[config.mk]
export PLATFORM = sky130hd
export DESIGN_NAME = uart_rx_param
export DESIGN_NICKNAME = d
export VERILOG_FILES = /design/src/rtl/uart_pkg.sv /design/src/rtl/uart_bit_sampler.sv /design/src/rtl/uart_rx_param.sv
export SDC_FILE = /design/constraint.sdc
export NUM_CORES = 1
export LEC_CHECK = 0
export CELL_PAD_IN_SITES_DETAIL_PLACEMENT = 0
export CELL_PAD_IN_SITES_GLOBAL_PLACEMENT = 1
export CORE_UTILIZATION = 44
export DETAILED_ROUTE_END_ITERATION = 6
export PLACE_DENSITY = 0.83
export SYNTH_ARGS = -nofsm -noshare
export SYNTH_HDL_FRONTEND = slang
export SYNTH_HIERARCHICAL = 1
export SYNTH_SLANG_ARGS = --single-unit
[constraint.sdc]
create_clock -name i_Clock -period 2.8 [get_ports i_Clock]
set_input_delay 0.42 -clock i_Clock [delete_from_list [all_inputs] [get_ports i_Clock]]
set_output_delay 0.42 -clock i_Clock [all_outputs]
set_load 0.02 [all_outputs]
[src/rtl/uart_pkg.sv]
// Shared UART definitions: FSM state encodings, parity modes and the 3-tap vote.
// Used by both the receiver and the matching transmitter.
package uart_pkg;

    typedef enum logic [2:0] {
        ST_IDLE   = 3'd0,
        ST_START  = 3'd1,
        ST_DATA   = 3'd2,
        ST_PARITY = 3'd3,
        ST_STOP   = 3'd4,
        ST_DONE   = 3'd5
    } uart_state_t;

    localparam int PAR_NONE = 0;
    localparam int PAR_ODD  = 1;
    localparam int PAR_EVEN = 2;

    function automatic logic majority3(input logic a, input logic b, input logic c);
        return (a & b) | (a & c) | (b & c);
    endfunction

endpackage

[src/rtl/uart_bit_sampler.sv]
// Serial line synchroniser, per-bit clock counter and 3-sample majority vote.
// Emits one strobe per bit period, one cycle after the last vote tap.
module uart_bit_sampler
    import uart_pkg::*;
#(
    parameter int CLKS_PER_BIT = 87
) (
    input  logic i_Clock,
    input  logic i_Rst_n,
    input  logic i_Rx_Serial,
    input  logic i_Restart,
    output logic o_Line,
    output logic o_Sample_Stb,
    output logic o_Sample_Bit
);

    localparam int CNT_W = $clog2(CLKS_PER_BIT);
    localparam int MID   = (CLKS_PER_BIT - 1) / 2;

    localparam logic [CNT_W-1:0] CNT_LAST   = CNT_W'(CLKS_PER_BIT - 1);
    localparam logic [CNT_W-1:0] CNT_MID_M1 = CNT_W'(MID - 1);
    localparam logic [CNT_W-1:0] CNT_MID    = CNT_W'(MID);
    localparam logic [CNT_W-1:0] CNT_MID_P1 = CNT_W'(MID + 1);

    logic             rx_sync_p0;
    logic             rx_sync_p1;
    logic [CNT_W-1:0] clk_cnt;
    logic             tap_lo;
    logic             tap_mid;

    // The counter rolls over at every bit boundary, so once it is zeroed on the
    // start edge each following bit is voted on at the same mid-bit offsets.
    always_ff @(posedge i_Clock) begin
        if (!i_Rst_n) begin
            rx_sync_p0 <= 1'b1;
            rx_sync_p1 <= 1'b1;
            clk_cnt    <= '0;
            tap_lo     <= 1'b1;
            tap_mid    <= 1'b1;
        end else begin
            rx_sync_p0 <= i_Rx_Serial;
            rx_sync_p1 <= rx_sync_p0;

            if (i_Restart || clk_cnt == CNT_LAST) begin
                clk_cnt <= '0;
            end else begin
                clk_cnt <= clk_cnt + 1'b1;
            end

            if (clk_cnt == CNT_MID_M1) begin
                tap_lo <= rx_sync_p1;
            end
            if (clk_cnt == CNT_MID) begin
                tap_mid <= rx_sync_p1;
            end
        end
    end

    assign o_Line       = rx_sync_p1;
    assign o_Sample_Stb = (clk_cnt == CNT_MID_P1) && !i_Restart;
    assign o_Sample_Bit = majority3(tap_lo, tap_mid, rx_sync_p1);

endmodule

[src/rtl/uart_rx_param.sv]
// Parametrised UART receiver: configurable width, parity and stop bits, with
// majority-voted sampling plus parity, framing and break detection.
module uart_rx_param
    import uart_pkg::*;
#(
    parameter int CLKS_PER_BIT = 87,
    parameter int DATA_BITS    = 8,
    parameter int PARITY       = 0,
    parameter int STOP_BITS    = 1
) (
    input  logic                 i_Clock,
    input  logic                 i_Rst_n,
    input  logic                 i_Rx_Serial,
    output logic                 o_Rx_Dv,
    output logic [DATA_BITS-1:0] o_Rx_Byte,
    output logic                 o_Parity_Err,
    output logic                 o_Frame_Err,
    output logic                 o_Break,
    output logic                 o_Busy
);

    localparam int IDX_W = $clog2(DATA_BITS);
    localparam logic [IDX_W-1:0] IDX_LAST = IDX_W'(DATA_BITS - 1);

    uart_state_t          state;
    logic [DATA_BITS-1:0] data_sr;
    logic [IDX_W-1:0]     bit_idx;
    logic                 stop_idx;
    logic                 par_err_acc;
    logic                 frame_err_acc;
    logic                 all_zero;
    logic                 wait_high;

    logic line;
    logic sample_stb;
    logic sample_bit;
    logic sample_clr;
    logic stop_last;
    logic frame_now;
    logic zero_now;

    function automatic logic parity_error(input logic [DATA_BITS-1:0] d, input logic p);
        logic x;
        x = (^d) ^ p;
        return (PARITY == PAR_ODD) ? ~x : x;
    endfunction

    assign sample_clr = (state == ST_IDLE);
    assign stop_last  = (STOP_BITS == 1) || stop_idx;
    assign frame_now  = frame_err_acc | ~sample_bit;
    assign zero_now   = all_zero & ~sample_bit;

    uart_bit_sampler #(
        .CLKS_PER_BIT(CLKS_PER_BIT)
    ) u_sampler (
        .i_Clock     (i_Clock),
        .i_Rst_n     (i_Rst_n),
        .i_Rx_Serial (i_Rx_Serial),
        .i_Restart   (sample_clr),
        .o_Line      (line),
        .o_Sample_Stb(sample_stb),
        .o_Sample_Bit(sample_bit)
    );

    always_ff @(posedge i_Clock) begin
        if (!i_Rst_n) begin
            state         <= ST_IDLE;
            data_sr       <= '0;
            bit_idx       <= '0;
            stop_idx      <= 1'b0;
            par_err_acc   <= 1'b0;
            frame_err_acc <= 1'b0;
            all_zero      <= 1'b0;
            wait_high     <= 1'b0;
            o_Rx_Dv       <= 1'b0;
            o_Rx_Byte     <= '0;
            o_Parity_Err  <= 1'b0;
            o_Frame_Err   <= 1'b0;
            o_Break       <= 1'b0;
            o_Busy        <= 1'b0;
        end else begin
            o_Rx_Dv <= 1'b0;
            case (state)
                ST_IDLE: begin
                    // After a break the line must go high before a new start edge counts.
                    if (wait_high) begin
                        if (line) begin
                            wait_high <= 1'b0;
                        end
                    end else if (!line) begin
                        state  <= ST_START;
                        o_Busy <= 1'b1;
                    end
                end

                ST_START: begin
                    if (sample_stb) begin
                        if (!sample_bit) begin
                            state         <= ST_DATA;
                            bit_idx       <= '0;
                            stop_idx      <= 1'b0;
                            par_err_acc   <= 1'b0;
                            frame_err_acc <= 1'b0;
                            all_zero      <= 1'b1;
                        end else begin
                            state  <= ST_IDLE;
                            o_Busy <= 1'b0;
                        end
                    end
                end

                ST_DATA: begin
                    if (sample_stb) begin
                        data_sr[bit_idx] <= sample_bit;
                        all_zero         <= zero_now;
                        if (bit_idx == IDX_LAST) begin
                            state <= (PARITY != PAR_NONE) ? ST_PARITY : ST_STOP;
                        end else begin
                            bit_idx <= bit_idx + 1'b1;
                        end
                    end
                end

                ST_PARITY: begin
                    if (sample_stb) begin
                        par_err_acc <= parity_error(data_sr, sample_bit);
                        all_zero    <= zero_now;
                        state       <= ST_STOP;
                    end
                end

                ST_STOP: begin
                    if (sample_stb) begin
                        if (stop_last) begin
                            state        <= ST_DONE;
                            o_Rx_Dv      <= 1'b1;
                            o_Rx_Byte    <= zero_now ? '0 : data_sr;
                            o_Parity_Err <= par_err_acc;
                            o_Frame_Err  <= frame_now | zero_now;
                            o_Break      <= zero_now;
                            wait_high    <= zero_now;
                        end else begin
                            stop_idx      <= 1'b1;
                            frame_err_acc <= frame_now;
                            all_zero      <= zero_now;
                        end
                    end
                end

                ST_DONE: begin
                    state  <= ST_IDLE;
                    o_Busy <= 1'b0;
                end

                default: begin
                    state  <= ST_IDLE;
                    o_Busy <= 1'b0;
                end
            endcase
        end
    end

endmodule

==> qor.yml, run 1 <==
status: "completed"
cellPowerDensity_mw_per_mm2: 485.9
drc: 0
overflow: 0
muxShareOfSynthArea_pct: 5.469
finalSetupViolCount: 0
rows: 24
multi_input_area_sq_mm: 0.001110
fin_crit_sh_pct: 78.62
fin_ws_ps: 598.6
grt_use_total_pct: 16.34
start_util_pct: 45.92
synth_area_leaders: "dfxtp_1 (41%), mux2i_1 (5.5%), a21boi_0 (5.2%)"
synth_top_family_by_area: "simple AND/OR/NAND/NOR gates"
seq_area_sq_um: 820.8
syn-num-nets: 224
cts_setup_buffers: 0
critPathKind: "reg2reg"
grt_pass1_vias: 1353
fill_cells: 411
max_freq_mhz: 454.3
via_count: 1474
clock_latency_ps: 290
maxSlewViolCount: 0
dieArea_sq_mm: 0.004850
clock_path_buffers: 2
final_common_cell: "dfxtp_1"
worstHoldPathType: "reg2reg"
rsz0062_at_grt: "no"
arrival_ps: 2390
vias_per_cell: 5.302
boundaryPins: 16
synth_ff_type: "dfxtp_1"
routedWlPerCell_um: 13.22
cp_common_cell: "nor2b_1"
dp.final_hpwl_um: 2511
crit_slowest_cell: "dfxtp_1"
drtIter0Drc: 86
drt_pre_antenna_iters: 4
synthSimpleGateAreaFrac_pct: 28.84
cp_max_fo: 15
start_kind: "flop"
drtAntennaViolNets: 0
final_cell_mix: "dfxtp_1 (41), nand2_1 (20), clkdlybuf4s50_1 (15)"
cts_resized: 0
grt_pass1_wl_um: 6313
gp_congestion: 0.7997
async_reset_ff_share_pct: 0
cp-end-kind: "flop"
critPathMaxStageDelay_ps: 610
final_nets: 233
ys_seq_area_share_pct: 40.77
antenna_cells: 0
post-place-ws_ps: 643.5
yosys.area.top_type: "dfxtp_1"
hold_buffers: 0
drive_gt1_share_pct: 10.18
synth_compound_gate_area_share_pct: 12.18
drv_cap: 0
yosysWarnings: 6
core_sq_mm: 0.004384
synth_xor_area_share_pct: 5.034
finalSetupTns_ps: 0
ir_drop_uv: 323.3
synthDistinctLibCells: 49
total_leakage_power_nw: 0.7815
cts_made_buffers: 5
relSlewSlack_pct: 59.42
cts_sinks: 41
cts_max_level: 2
postSynthCellCount: 216
worst_pin_slew_ps: 608.7
synth_seq_cells: 41
numPortBuffers: 15
clk_pin_slew_worst_paths_ps: 80
cp_data_required_time_ps: 2990
cts_root_buf: "clkbuf_8"
postSynthAreaPerCell_sq_um: 9.320
synth-edff-count: 0
grt_max_degree: 22
grt_antenna_before_repair: 0
synth_top_area_share_pct: 40.77
hold_viol_final: 0
synthAdderAreaFrac_pct: 3.605
tritoncts: "done"
path_cells: "nor3_1, nor2b_1, and4_2, nand4bb_1, nor4_1, mux2i_1, nor2b_1"
syn_to_final_growth_pct: 14.23
drt-total-wl_um: 3675
fp.dieH_um: 69.64
die_x_um: 69.64
min_period_ps: 2201
synth.cell_area_sq_mm: 0.002013
clock_skew_ps: 6.255
flip-flops by register name (all words and copies together), names as in the netlist:
register,cells
all_zero,1
bit_idx,3
data_sr,8
o_Break,1
o_Busy,1
o_Frame_Err,1
o_Parity_Err,1
o_Rx_Byte,8
o_Rx_Dv,1
par_err_acc,1
state,3
u_sampler/clk_cnt,7
u_sampler/o_Line,1
u_sampler/rx_sync_p0,1
u_sampler/tap_lo,1
u_sampler/tap_mid,1
wait_high,1
logic make-up after synthesis:
logic type | count (synthesis)
mux | 11
xor+xnor | 10
buf+inv | 20
simple gates | 94
compound gates | 34
flops | 41
fa+ha+maj | 6
worst paths after layout:
path	startpoint	endpoint	slack [ps]	depth (start not counted)
setup / recovery	state[1]	data_sr[0]	600	7
hold reg to reg	u_sampler/rx_sync_p0	u_sampler/o_Line	430	1
hold / removal	u_sampler/rx_sync_p0	u_sampler/o_Line	430	1
setup reg to reg	state[1]	data_sr[0]	600	7
power breakdown:
part	switching, mW	internal, mW
registers	0.00585	0.587
clock network	0.201	0.290
logic	0.0156	0.0184
cells in the mapped netlist (all sizes together) (2+ instances only):
master,number
a21boi,15
mux2i,11
xor2,4
dfxtp,41
inv,5
and4bb,2
clkbuf,7
o2111ai,2
nor2b,13
nor3b,4
nor3,3
a21oi,5
xnor2,5
nand4,2
buf,8
nor4,2
nand3,14
nand2b,5
nor2,8
nor4b,2
or3,3
nand4bb,2
o21ai,7
and2,4
ha,5
nand4b,4
nand2,20
final cells by class:
class	count	share of cell area [%]
timing repair buffer	17	7.182
clock buffer	6	3.591
sequential	41	35.69
inverter	5	0.8161
multi-input combinational	155	48.26
clock inverter	2	1.632
tap	52	2.829
stage by stage:
| step | hold slack [ps] | std cells | total power, mW | utilization (%) | cell area, sq um |
|---|---|---|---|---|---|
| after CTS | 433.9 | 278 | 1.138 | 52.45 | 2300 |
| after floorplan | 386.3 | 216 | 0.6282 | - | 2013 |
| after global routing | 463.2 | 278 | 1.156 | 52.45 | 2300 |
| after global placement | 389.9 | 270 | 0.6409 | 49.71 | 2180 |
| after detailed placement | 416.2 | 270 | 0.6409 | 49.71 | 2180 |
| final | 425.3 | 278 | 1.118 | 52.45 | 2300 |
per-layer routing:
metal	wire (um)	up-vias	GRT usage, %
met1	2066	675	25.07
met4	37	0	7.333
met2	1449	23	21.90
met3	122	4	3.052
li1	-	772	-
met5	0	-	0
critical path, delay by kind of cell (launching register included):
family | cells | cell delay (ps)
and+or+nand+nor | 6 | 1250
muxes | 1 | 230
DFF | 1 | 610
No activity file was read; power rests on OpenSTA's default activity.
==> run 2, diff against run 1 <==
Clock period 2.8 ns to 2.26 ns, I/O delays scaled along.
==> qor.yml, run 2 (synthesis results as in run 1) <==
drtAntennaViolNets: 0
grt_pass1_wl_um: 6506
clock_latency_ps: 290
drtIter0Drc: 89
cp_data_required_time_ps: 2490
ir_drop_uv: 373.1
cts_max_level: 2
cts_setup_buffers: 0
net-switching-power_mw: 0.2671
numPortBuffers: 15
regToRegSetupSlack_ps: 240
cellPowerDensity_mw_per_mm2: 539.6
pwr-share-comb_pct: 3.8
start_kind: "flop"
min_period_ps: 2023
start_util_pct: 45.92
grt_use_total_pct: 17.16
cp-end-kind: "flop"
grt_pass1_vias: 1384
cp_max_fo: 10
seqPwrFrac_pct: 58.0
grt_max_degree: 20
dieArea_sq_mm: 0.004850
rsz0062_at_grt: "no"
worstHoldPathType: "reg2reg"
post-place-ws_ps: 234.1
finalSetupTns_ps: 0
syn_to_final_growth_pct: 16.16
critPathKind: "reg2reg"
reg_top3: "data_sr x8, o_Rx_Byte x8, u_sampler/clk_cnt x7"
fp.dieH_um: 69.64
finalSetupViolCount: 0
cts_made_buffers: 5
clock_skew_ps: 7.659
cts_root_buf: "clkbuf_8"
worst_pin_slew_ps: 389.7
boundaryPins: 16
p_int_mw: 0.9948
status: "completed"
drc: 0
maxSlewViolCount: 0
total_leakage_power_nw: 0.8175
swShare_pct: 21.17
final_cell_mix: "dfxtp_1 (41), nand2_1 (20), clkdlybuf4s50_1 (15)"
drt-total-wl_um: 3804
via_count: 1466
hold_viol_final: 0
final_common_cell: "dfxtp_1"
vias_per_cell: 5.126
rows: 24
relSlewSlack_pct: 73.98
core_sq_mm: 0.004384
drt_pre_antenna_iters: 4
gp_congestion: 0.7650
max_freq_mhz: 494.3
clock_power_share_pct: 38.2
p_total_mw: 1.262
cts_sinks: 41
clock_path_buffers: 2
clk_pin_slew_worst_paths_ps: 80
overflow: 0
die_x_um: 69.64
drive_gt1_share_pct: 13.25
antenna_cells: 0
fin_ws_ps: 236.9
final_nets: 242
fin_crit_sh_pct: 89.52
routedWlPerCell_um: 13.30
drv_cap: 0
dp.final_hpwl_um: 2615
tritoncts: "done"
arrival_ps: 2250
grt_antenna_before_repair: 0
run 2: critical path, stage by stage (launching register included):
cell and delay (ps):
dfxtp_1 350, inv_1 90, ha_1 150, nor2b_1 120, and4_2 350, and2b_1 270
o21ai_1 150, or3b_1 370, a21boi_1 120
run 2: worst paths after layout:
| check | from | end | cells past startpoint |
|---|---|---|---|
| worst max-delay path | u_sampler/clk_cnt[0] | bit_idx[0] | 8 |
| worst min-delay path | u_sampler/rx_sync_p0 | u_sampler/o_Line | 1 |
| worst max register to register | u_sampler/clk_cnt[0] | bit_idx[0] | 8 |
| worst min register to register | u_sampler/rx_sync_p0 | u_sampler/o_Line | 1 |
run 2: cell type report:
cell class / count / area [sq um]
multi-input combinational: 155 / 1115
clock buffer: 7 / 86.33
tap: 52 / 65.06
inverter: 5 / 18.77
fill: 405 / 2046
timing repair buffer: 26 / 232.7
sequential: 41 / 820.8
run 2: power groups by stage:
stage	combinational [mW]	clock (mW)	sequential, mW
6_report	0.0483	0.482	0.731
2_1_floorplan	0.0277	0	0.751
3_3_place_gp	0.0492	0	0.748
5_1_grt	0.0538	0.527	0.732
3_5_place_dp	0.0487	0	0.748
4_1_cts	0.0488	0.504	0.731
run 2: per-layer routing:
layer / wire (um) / part of all wire, % / track usage, % / up-vias
li1: - / - / - / 783
met1: 2093 / 55 / 24.34 / 666
met2: 1558 / 41 / 24.60 / 13
met3: 81 / 2.1 / 3.052 / 4
met4: 70 / 1.8 / 9.333 / 0
met5: 0 / 0 / 0 / -
run 2: what timing repair did:
action / 4_1_cts / 5_1_grt
gates resized for setup: 0 / 1
hold buffers: 0 / 0
setup endpoints to repair: 0 / 2
run 2: per-stage QoR:
stage / cell area, sq um / util (%) / hold WS [ps] / std cells
floorplan: 2013 / - / 386.3 / 216
global placement: 2247 / 51.26 / 397.4 / 279
detailed placement: 2247 / 51.26 / 396.0 / 279
CTS: 2333 / 53.22 / 413.5 / 286
global route: 2338 / 53.34 / 431.8 / 286
finish: 2338 / 53.34 / 409.6 / 286
